===== src/rtl/params_pkg.sv =====
`default_nettype none
// ============================================================================
//  Module      : params_pkg
//  Description : Shared constants, FSM state type and helpers for the
//                parameter reporter.
//  Revision    : 1.0 - initial release
// ============================================================================
package params_pkg;

    localparam logic [7:0] c_header       = 8'hA5;
    localparam int         c_flag_boo_bit = 0;
    localparam int         c_flag_log_bit = 1;
    localparam int         c_flag_rea_bit = 2;

    typedef enum logic [1:0] {
        ST_IDLE = 2'd0,
        ST_SEND = 2'd1,
        ST_DONE = 2'd2
    } state_t;

    function automatic int ceil_bytes(input int width);
        return (width + 7) / 8;
    endfunction

    function automatic logic [7:0] flag_byte(input logic boo, input logic lg, input logic rea_nz);
        logic [7:0] f;
        f                 = 8'h00;
        f[c_flag_boo_bit] = boo;
        f[c_flag_log_bit] = lg;
        f[c_flag_rea_bit] = rea_nz;
        return f;
    endfunction

endpackage
`default_nettype wire


===== src/rtl/params_reporter_if.sv =====
`default_nettype none
// ============================================================================
//  Module      : params_reporter_if
//  Description : Start/handshake/status bundle between the reporter and its sink.
//  Revision    : 1.0 - initial release
// ============================================================================
interface params_reporter_if;
    logic       start_i;
    logic       ready_i;
    logic [7:0] data_o;
    logic       valid_o;
    logic       busy_o;
    logic       done_o;
    logic       ok_o;

    modport master (
        output start_i, ready_i,
        input  data_o, valid_o, busy_o, done_o, ok_o
    );

    modport slave (
        input  start_i, ready_i,
        output data_o, valid_o, busy_o, done_o, ok_o
    );
endinterface
`default_nettype wire


===== src/rtl/params_frame_rom.sv =====
`default_nettype none
// ============================================================================
//  Module      : params_frame_rom
//  Description : Combinational map from frame index to frame byte, built
//                entirely from the reported parameters.
//  Revision    : 1.0 - initial release
// ============================================================================
module params_frame_rom
    import params_pkg::*;
#(
    parameter int                    BOO     = 1,
    parameter int                    INT_W   = 16,
    parameter logic [INT_W-1:0]      INT     = INT_W'(1),
    parameter logic                  LOG     = 1'b1,
    parameter int                    VW      = 8,
    parameter logic [VW-1:0]         VEC     = '0,
    parameter int                    STR_LEN = 4,
    parameter logic [STR_LEN*8-1:0]  STR     = "ABCD",
    parameter real                   REA     = 1.0,
    parameter int                    IDX_W   = 4
) (
    input  wire logic [IDX_W-1:0] i_idx,
    output logic      [7:0]       o_byte
);

    localparam int          c_ni       = ceil_bytes(INT_W);
    localparam int          c_nv       = ceil_bytes(VW);
    localparam int          c_len_data = 2 + c_ni + c_nv + STR_LEN;
    localparam int          c_depth    = 1 << IDX_W;
    localparam logic [63:0] c_int64    = 64'(INT);
    localparam logic [63:0] c_vec64    = 64'(VEC);
    localparam logic [7:0]  c_flags    = flag_byte(BOO != 0, LOG, REA != 0.0);

    logic [7:0] w_rom [c_depth];

    // Table spans the full index range so any counter value reads a defined byte.
    for (genvar g = 0; g < c_depth; g++) begin : g_rom
        if (g == 0) begin : g_hdr
            assign w_rom[g] = c_header;
        end else if (g == 1) begin : g_flags
            assign w_rom[g] = c_flags;
        end else if (g < 2 + c_ni) begin : g_int
            assign w_rom[g] = c_int64[(g-2)*8 +: 8];
        end else if (g < 2 + c_ni + c_nv) begin : g_vec
            assign w_rom[g] = c_vec64[(g-2-c_ni)*8 +: 8];
        end else if (g < c_len_data) begin : g_str
            // First character sits in the most significant byte of STR.
            assign w_rom[g] = STR[(c_len_data-1-g)*8 +: 8];
        end else begin : g_pad
            assign w_rom[g] = 8'h00;
        end
    end

    assign o_byte = w_rom[i_idx];

endmodule
`default_nettype wire


===== src/rtl/params_reporter.sv =====
`default_nettype none
// ============================================================================
//  Module      : params_reporter
//  Description : Streams a byte frame describing its parameters on request.
//                Define PARAMS_CHECKSUM_EN to append an XOR checksum byte.
//  Revision    : 1.0 - initial release
// ============================================================================
module params_reporter
    import params_pkg::*;
#(
    parameter int                    BOO     = 1,
    parameter int                    INT_W   = 16,
    parameter logic [INT_W-1:0]      INT     = INT_W'(1),
    parameter logic                  LOG     = 1'b1,
    parameter int                    VW      = 8,
    parameter logic [VW-1:0]         VEC     = '0,
    parameter int                    STR_LEN = 4,
    parameter logic [STR_LEN*8-1:0]  STR     = "ABCD",
    parameter real                   REA     = 1.0
) (
    input  wire logic         clk_i,
    input  wire logic         rst_i,
    params_reporter_if.slave  bus
);

    localparam int c_len_data = 2 + ceil_bytes(INT_W) + ceil_bytes(VW) + STR_LEN;
`ifdef PARAMS_CHECKSUM_EN
    localparam int c_len = c_len_data + 1;
`else
    localparam int c_len = c_len_data;
`endif
    localparam int                 c_idx_w = $clog2(c_len + 1);
    localparam logic [c_idx_w-1:0] c_last  = c_idx_w'(c_len - 1);

    state_t             r_state;
    state_t             w_next;
    logic [c_idx_w-1:0] r_idx;
    logic [7:0]         w_rom_byte;
    logic [7:0]         w_byte;
    logic               w_accept;
    logic               w_last;

    params_frame_rom #(
        .BOO     (BOO),
        .INT_W   (INT_W),
        .INT     (INT),
        .LOG     (LOG),
        .VW      (VW),
        .VEC     (VEC),
        .STR_LEN (STR_LEN),
        .STR     (STR),
        .REA     (REA),
        .IDX_W   (c_idx_w)
    ) u_rom (
        .i_idx  (r_idx),
        .o_byte (w_rom_byte)
    );

    assign w_accept = (r_state == ST_SEND) && bus.ready_i;
    assign w_last   = (r_idx == c_last);

    always_ff @(posedge clk_i) begin
        if (rst_i) begin
            r_state <= ST_IDLE;
        end else begin
            r_state <= w_next;
        end
    end

    // Index returns to zero on the final acceptance, so it never passes c_last.
    always_ff @(posedge clk_i) begin
        if (rst_i) begin
            r_idx <= '0;
        end else if (w_accept) begin
            r_idx <= w_last ? '0 : r_idx + 1'b1;
        end
    end

`ifdef PARAMS_CHECKSUM_EN
    logic [7:0] r_csum;

    always_ff @(posedge clk_i) begin
        if (rst_i || (r_state == ST_IDLE)) begin
            r_csum <= 8'h00;
        end else if (w_accept) begin
            r_csum <= r_csum ^ w_byte;
        end
    end

    assign w_byte = w_last ? r_csum : w_rom_byte;
`else
    assign w_byte = w_rom_byte;
`endif

    always_comb begin
        w_next = r_state;
        case (r_state)
            ST_IDLE: if (bus.start_i)         w_next = ST_SEND;
            ST_SEND: if (w_accept && w_last)  w_next = ST_DONE;
            ST_DONE:                          w_next = ST_IDLE;
            default:                          w_next = ST_IDLE;
        endcase
    end

    always_comb begin
        bus.valid_o = 1'b0;
        bus.busy_o  = 1'b0;
        bus.done_o  = 1'b0;
        bus.data_o  = 8'h00;
        case (r_state)
            ST_SEND: begin
                bus.valid_o = 1'b1;
                bus.busy_o  = 1'b1;
                bus.data_o  = w_byte;
            end
            ST_DONE: begin
                bus.busy_o  = 1'b1;
                bus.done_o  = 1'b1;
            end
            default: ;
        endcase
    end

    assign bus.ok_o = (BOO != 0) && (INT != '0);

endmodule
`default_nettype wire


===== src/flat_wrapper.sv =====
// flat-port wrapper written by rule: the top's interface ports become plain ports
module params_reporter_flat import params_pkg::*;
#(
    parameter int                    BOO     = 1,
    parameter int                    INT_W   = 16,
    parameter logic [INT_W-1:0]      INT     = INT_W'(1),
    parameter logic                  LOG     = 1'b1,
    parameter int                    VW      = 8,
    parameter logic [VW-1:0]         VEC     = '0,
    parameter int                    STR_LEN = 4,
    parameter logic [STR_LEN*8-1:0]  STR     = "    ",
    parameter real                   REA     = 1.0
)
  (clk_i, rst_i, bus_start_i, bus_ready_i, bus_data_o, bus_valid_o, bus_busy_o, bus_done_o, bus_ok_o);
  params_reporter_if bus_i ();
  input  wire logic clk_i;
  input  wire logic rst_i;
  input wire logic [$bits(bus_i.start_i)-1:0] bus_start_i;
  input wire logic [$bits(bus_i.ready_i)-1:0] bus_ready_i;
  output wire logic [$bits(bus_i.data_o)-1:0] bus_data_o;
  output wire logic [$bits(bus_i.valid_o)-1:0] bus_valid_o;
  output wire logic [$bits(bus_i.busy_o)-1:0] bus_busy_o;
  output wire logic [$bits(bus_i.done_o)-1:0] bus_done_o;
  output wire logic [$bits(bus_i.ok_o)-1:0] bus_ok_o;
  assign bus_i.start_i = bus_start_i;
  assign bus_i.ready_i = bus_ready_i;
  assign bus_data_o = bus_i.data_o;
  assign bus_valid_o = bus_i.valid_o;
  assign bus_busy_o = bus_i.busy_o;
  assign bus_done_o = bus_i.done_o;
  assign bus_ok_o = bus_i.ok_o;
  params_reporter #(.BOO(BOO), .INT_W(INT_W), .INT(INT), .LOG(LOG), .VW(VW), .VEC(VEC), .STR_LEN(STR_LEN), .STR(STR), .REA(REA)) u_core (.clk_i(clk_i), .rst_i(rst_i), .bus(bus_i));
endmodule

===== config.mk =====
export PLATFORM = sky130hd
export DESIGN_NAME = params_reporter_flat
export DESIGN_NICKNAME = d
export VERILOG_FILES = /design/src/rtl/params_pkg.sv /design/src/rtl/params_reporter_if.sv /design/src/rtl/params_frame_rom.sv /design/src/rtl/params_reporter.sv /design/src/flat_wrapper.sv
export SDC_FILE = /design/constraint.sdc
export NUM_CORES = 1
export LEC_CHECK = 0
export ABC_AREA = 0
export ABC_CLOCK_PERIOD_IN_PS = 2400
export CAP_MARGIN = 20
export CORE_MARGIN = 5
export CORE_UTILIZATION = 25
export CTS_BUF_LIST = sky130_fd_sc_hd__clkbuf_8
export CTS_CLUSTER_DIAMETER = 80
export DETAILED_ROUTE_END_ITERATION = 7
export PLACE_DENSITY_LB_ADDON = 0.05
export SKIP_CTS_REPAIR_TIMING = 1
export SYNTH_ARGS = -nofsm -noshare
export SYNTH_HDL_FRONTEND = slang
export SYNTH_HIERARCHICAL = 1
export SYNTH_SLANG_ARGS = --single-unit

===== constraint.sdc =====
create_clock -name clk_i -period 2.4 [get_ports clk_i]
set_input_delay 0.48 -clock clk_i [delete_from_list [all_inputs] [get_ports clk_i]]
set_output_delay 0.48 -clock clk_i [all_outputs]
set_load 0.005 [all_outputs]

==> results by group, run 1 <==
Yosys
  – Top_reg_cell synth: dfxtp_1
  – Yosys warnings: 6
  – Cell area after synthesis: 536 sq um
  – EDFF count, synth: 0
  – Adder-Cell Fraction of Synth Area: between 10% and 20%
  – Post-synthesis register bit count: 6
  – Simple-Gate Fraction of Synth Area: around a third
  – Post-synthesis compound-gate area fraction: 13.1%
  – Synth unique cells: 25
  – Multiplexer share of the synthesized area: ~3.7%
  – FFs w/ async S/R, synth: 0%
  – XOR/XNOR Fraction of Synth Area: 0%
  – Largest family of logic cells by synthesized area: simple AND/OR/NAND/NOR gates
  – Syn Inst Count: between 60 and 70
  – Part of the Yosys area used for sequential elements: ~22%
  – Mapped Avg Cell Area: about 8.0 sq um

Timing
  – Final hold viol count: 0
  – Final hold slack: ~0.55 ns
  – Final Critical Period: 2.23 ns
  – Sum Neg Setup Slack: 0 ns
  – Fin crit share: between 90% and 100%
  – Max Clock Skew: about 0.003 ns
  – Final Slew Violations: 0
  – Max Freq: roughly 450 MHz
  – Final setup fails: 0
  – RSZ-0062 raised after global routing: false

Clock tree
  – Clock sink count: 6
  – Clock latency on the worst-skew pair: approximately 0.22 ns
  – Cts bufs inserted: 3
  – CTS tree: built
  – Clock slew at reported path FFs: around 0.04 ns
  – CTS Buffer Depth: 2
  – Htree depth: 1
  – Root buffer cell: clkbuf_8

Drt
  – Antenna Nets Post-Route: 0
  – Wire per inst: between 10 and 15 microns
  – Avg Vias per Cell: about 4.4
  – Initial DRC count: 6
  – Residual DRC: 0
  – Vias: around 460
  – Total Wirelength: around 1.2 mm
  – Pre-Repair DR Iteration Count: 3

GRT
  – Initial antenna violation count: 0
  – Largest net degree at the start of global routing: 15
  – First-pass GRT wire length: approximately 2 mm
  – Grt total ovfl: 0
  – Vias in the first global route: around 460
  – GRT Util Overall: approximately 8%

Placed design
  – I/O Buffers: 11
  – GP Congestion: between 0.6 and 0.7

Power
  – Total Power: slightly below 400 uW
  – Sw Ratio: between 20% and 30%
  – Comb power frac: between 30% and 40%
  – P_int: between 200 and 300 uW
  – Max VDD drop: 0.000290 V
  – PwrDens: approximately 560 nW/um^2
  – Leakage: 0.000300 uW
  – Clk pwr share: between 30% and 40%
  – P_sw: about 110 uW
  – Register share of total power: just under 30%

Setup path
  – Critical Path Fanout Max: 14
  – Critical Path RT: 1.92 ns
  – Kind of critical path: flop to output pin
  – Worst setup SP type: flop
  – WP data arrival: ~1.8 ns
  – Crit-path cells: inv_1 -> ha_1 -> and2_1 -> clkdlybuf4s50_1
  – Register-to-register setup slack: between 0.6 and 0.7 ns
  – Crit end category: output pin
  – Max incr delay on CP: ~0.49 ns
  – Slowest CP cell: clkdlybuf4s50_1

Final layout
  – Final-stage net count: just over 90
  – Leading cell type in the layout, fill and taps excluded: clkdlybuf4s50_1
  – Most frequent cells in the layout: clkdlybuf4s50_1, and2_1, inv_1
  – Layout cells sized above 1: approximately a tenth
  – # diodes: 0
  – Area growth syn-to-layout: 31.1%

Floorplanning
  – Row count: 16
  – Chip height: roughly 56 microns
  – Top-Level Pins: 16
  – Die width: roughly 56 microns
  – Initial Util: between 20% and 30%
  – Core area: between 2000 and 2500 sq um
  – Die ar.: 3170 sq um

Worst hold path
  – HP Class: flop to flop

Job
  – Max-Cap Viols: 0

Run status
  – Status: complete, no violations
[worst max-delay path, delay by kind of cell (launching register included)]
family        cells  cell delay (ns)
buf+inv           2             0.59
fa+ha+maj         1             0.42
flops             1             0.32
simple gates      1             0.19
[flip-flops by register name, summed over array words and instances, names as in the netlist]
register        flops
u_core/r_idx        4
u_core/r_state      2
[power groups by stage]
stage               clock network [uW]  logic, uW  registers [uW]
CTS                                153        134             116
floorplan                            0       73.5             115
global placement                     0        135             118
global route                       156        147             117
finish                             147        131             116
detailed placement                   0        132             118
[path summary, 6_finish.rpt]
kind                                          end              start  cells past startpoint
worst min-delay path            u_core/r_state[0]  u_core/r_state[0]                      2
worst max register to register    u_core/r_idx[3]  u_core/r_state[1]                      6
worst min register to register  u_core/r_state[0]  u_core/r_state[0]                      2
worst max-delay path                bus_data_o[0]  u_core/r_state[1]                      4
[cells by family (layout without fill, tap and decap cells)]
group / count (synthesis) / in the layout
simple gates: 30 / 30
buf+inv: 12 / 22
compound gates: 9 / 9
fa+ha+maj: 6 / 6
flops: 6 / 6
other cells: 2 / 4
mux: 2 / 2
[per-stage QoR]
| step | setup slack [ns] | util, % | std cells | instance area [sq um] |
|---|---|---|---|---|
| 3_5_place_dp | 0.388 | 33.0 | 103 | 661 |
| 6_report | 0.168 | 35.1 | 106 | 702 |
| 2_1_floorplan | 0.836 | - | 69 | 543 |
| 5_1_grt | 0.0461 | 35.1 | 106 | 702 |
| 3_3_place_gp | 0.423 | 33.0 | 103 | 661 |
| 4_1_cts | 0.140 | 35.1 | 106 | 702 |
[synthesized netlist by cell type, drive strengths merged, types with 2 or more instances]
library cell | count | area (sq um)
and2 | 9 | 56.3
inv | 7 | 26.3
dfxtp | 6 | 120
ha | 6 | 75.1
nand3 | 5 | 25.0
a21oi | 4 | 20.0
buf | 4 | 30.0
nand2 | 4 | 17.5
nor2 | 3 | 11.3
conb | 2 | 7.51
mux2i | 2 | 20.0
nor4 | 2 | 12.5
o2111ai | 2 | 17.5
[per-layer routing]
layer | wire length (microns) | GRT usage, % | vias to the layer above | share of wire (%)
met1 | 580 | 9.88 | 203 | 48
met3 | 66 | 2.06 | 2 | 5.5
met2 | 541 | 12.2 | 12 | 45
met4 | 12 | 6.10 | 0 | 1.0
met5 | 0 | 0 | - | 0
li1 | - | - | 246 | -
[final cells by class]
cell class,count,area (sq um)
fillers,224,1300
multi-input cells,51,363
flip-flops and latches,6,120
repair buffers,12,118
clock buffers,3,41.3
well taps,27,33.8
inverters,7,26.3
Note: power is estimated with default switching activity, not from simulation.
==> inputs of run 2 (changes only) <==
- CTS_CLUSTER_DIAMETER: 80 -> 200
==> results of run 2 <==
Final layout, timing and power as in run 1 (identical DEF).
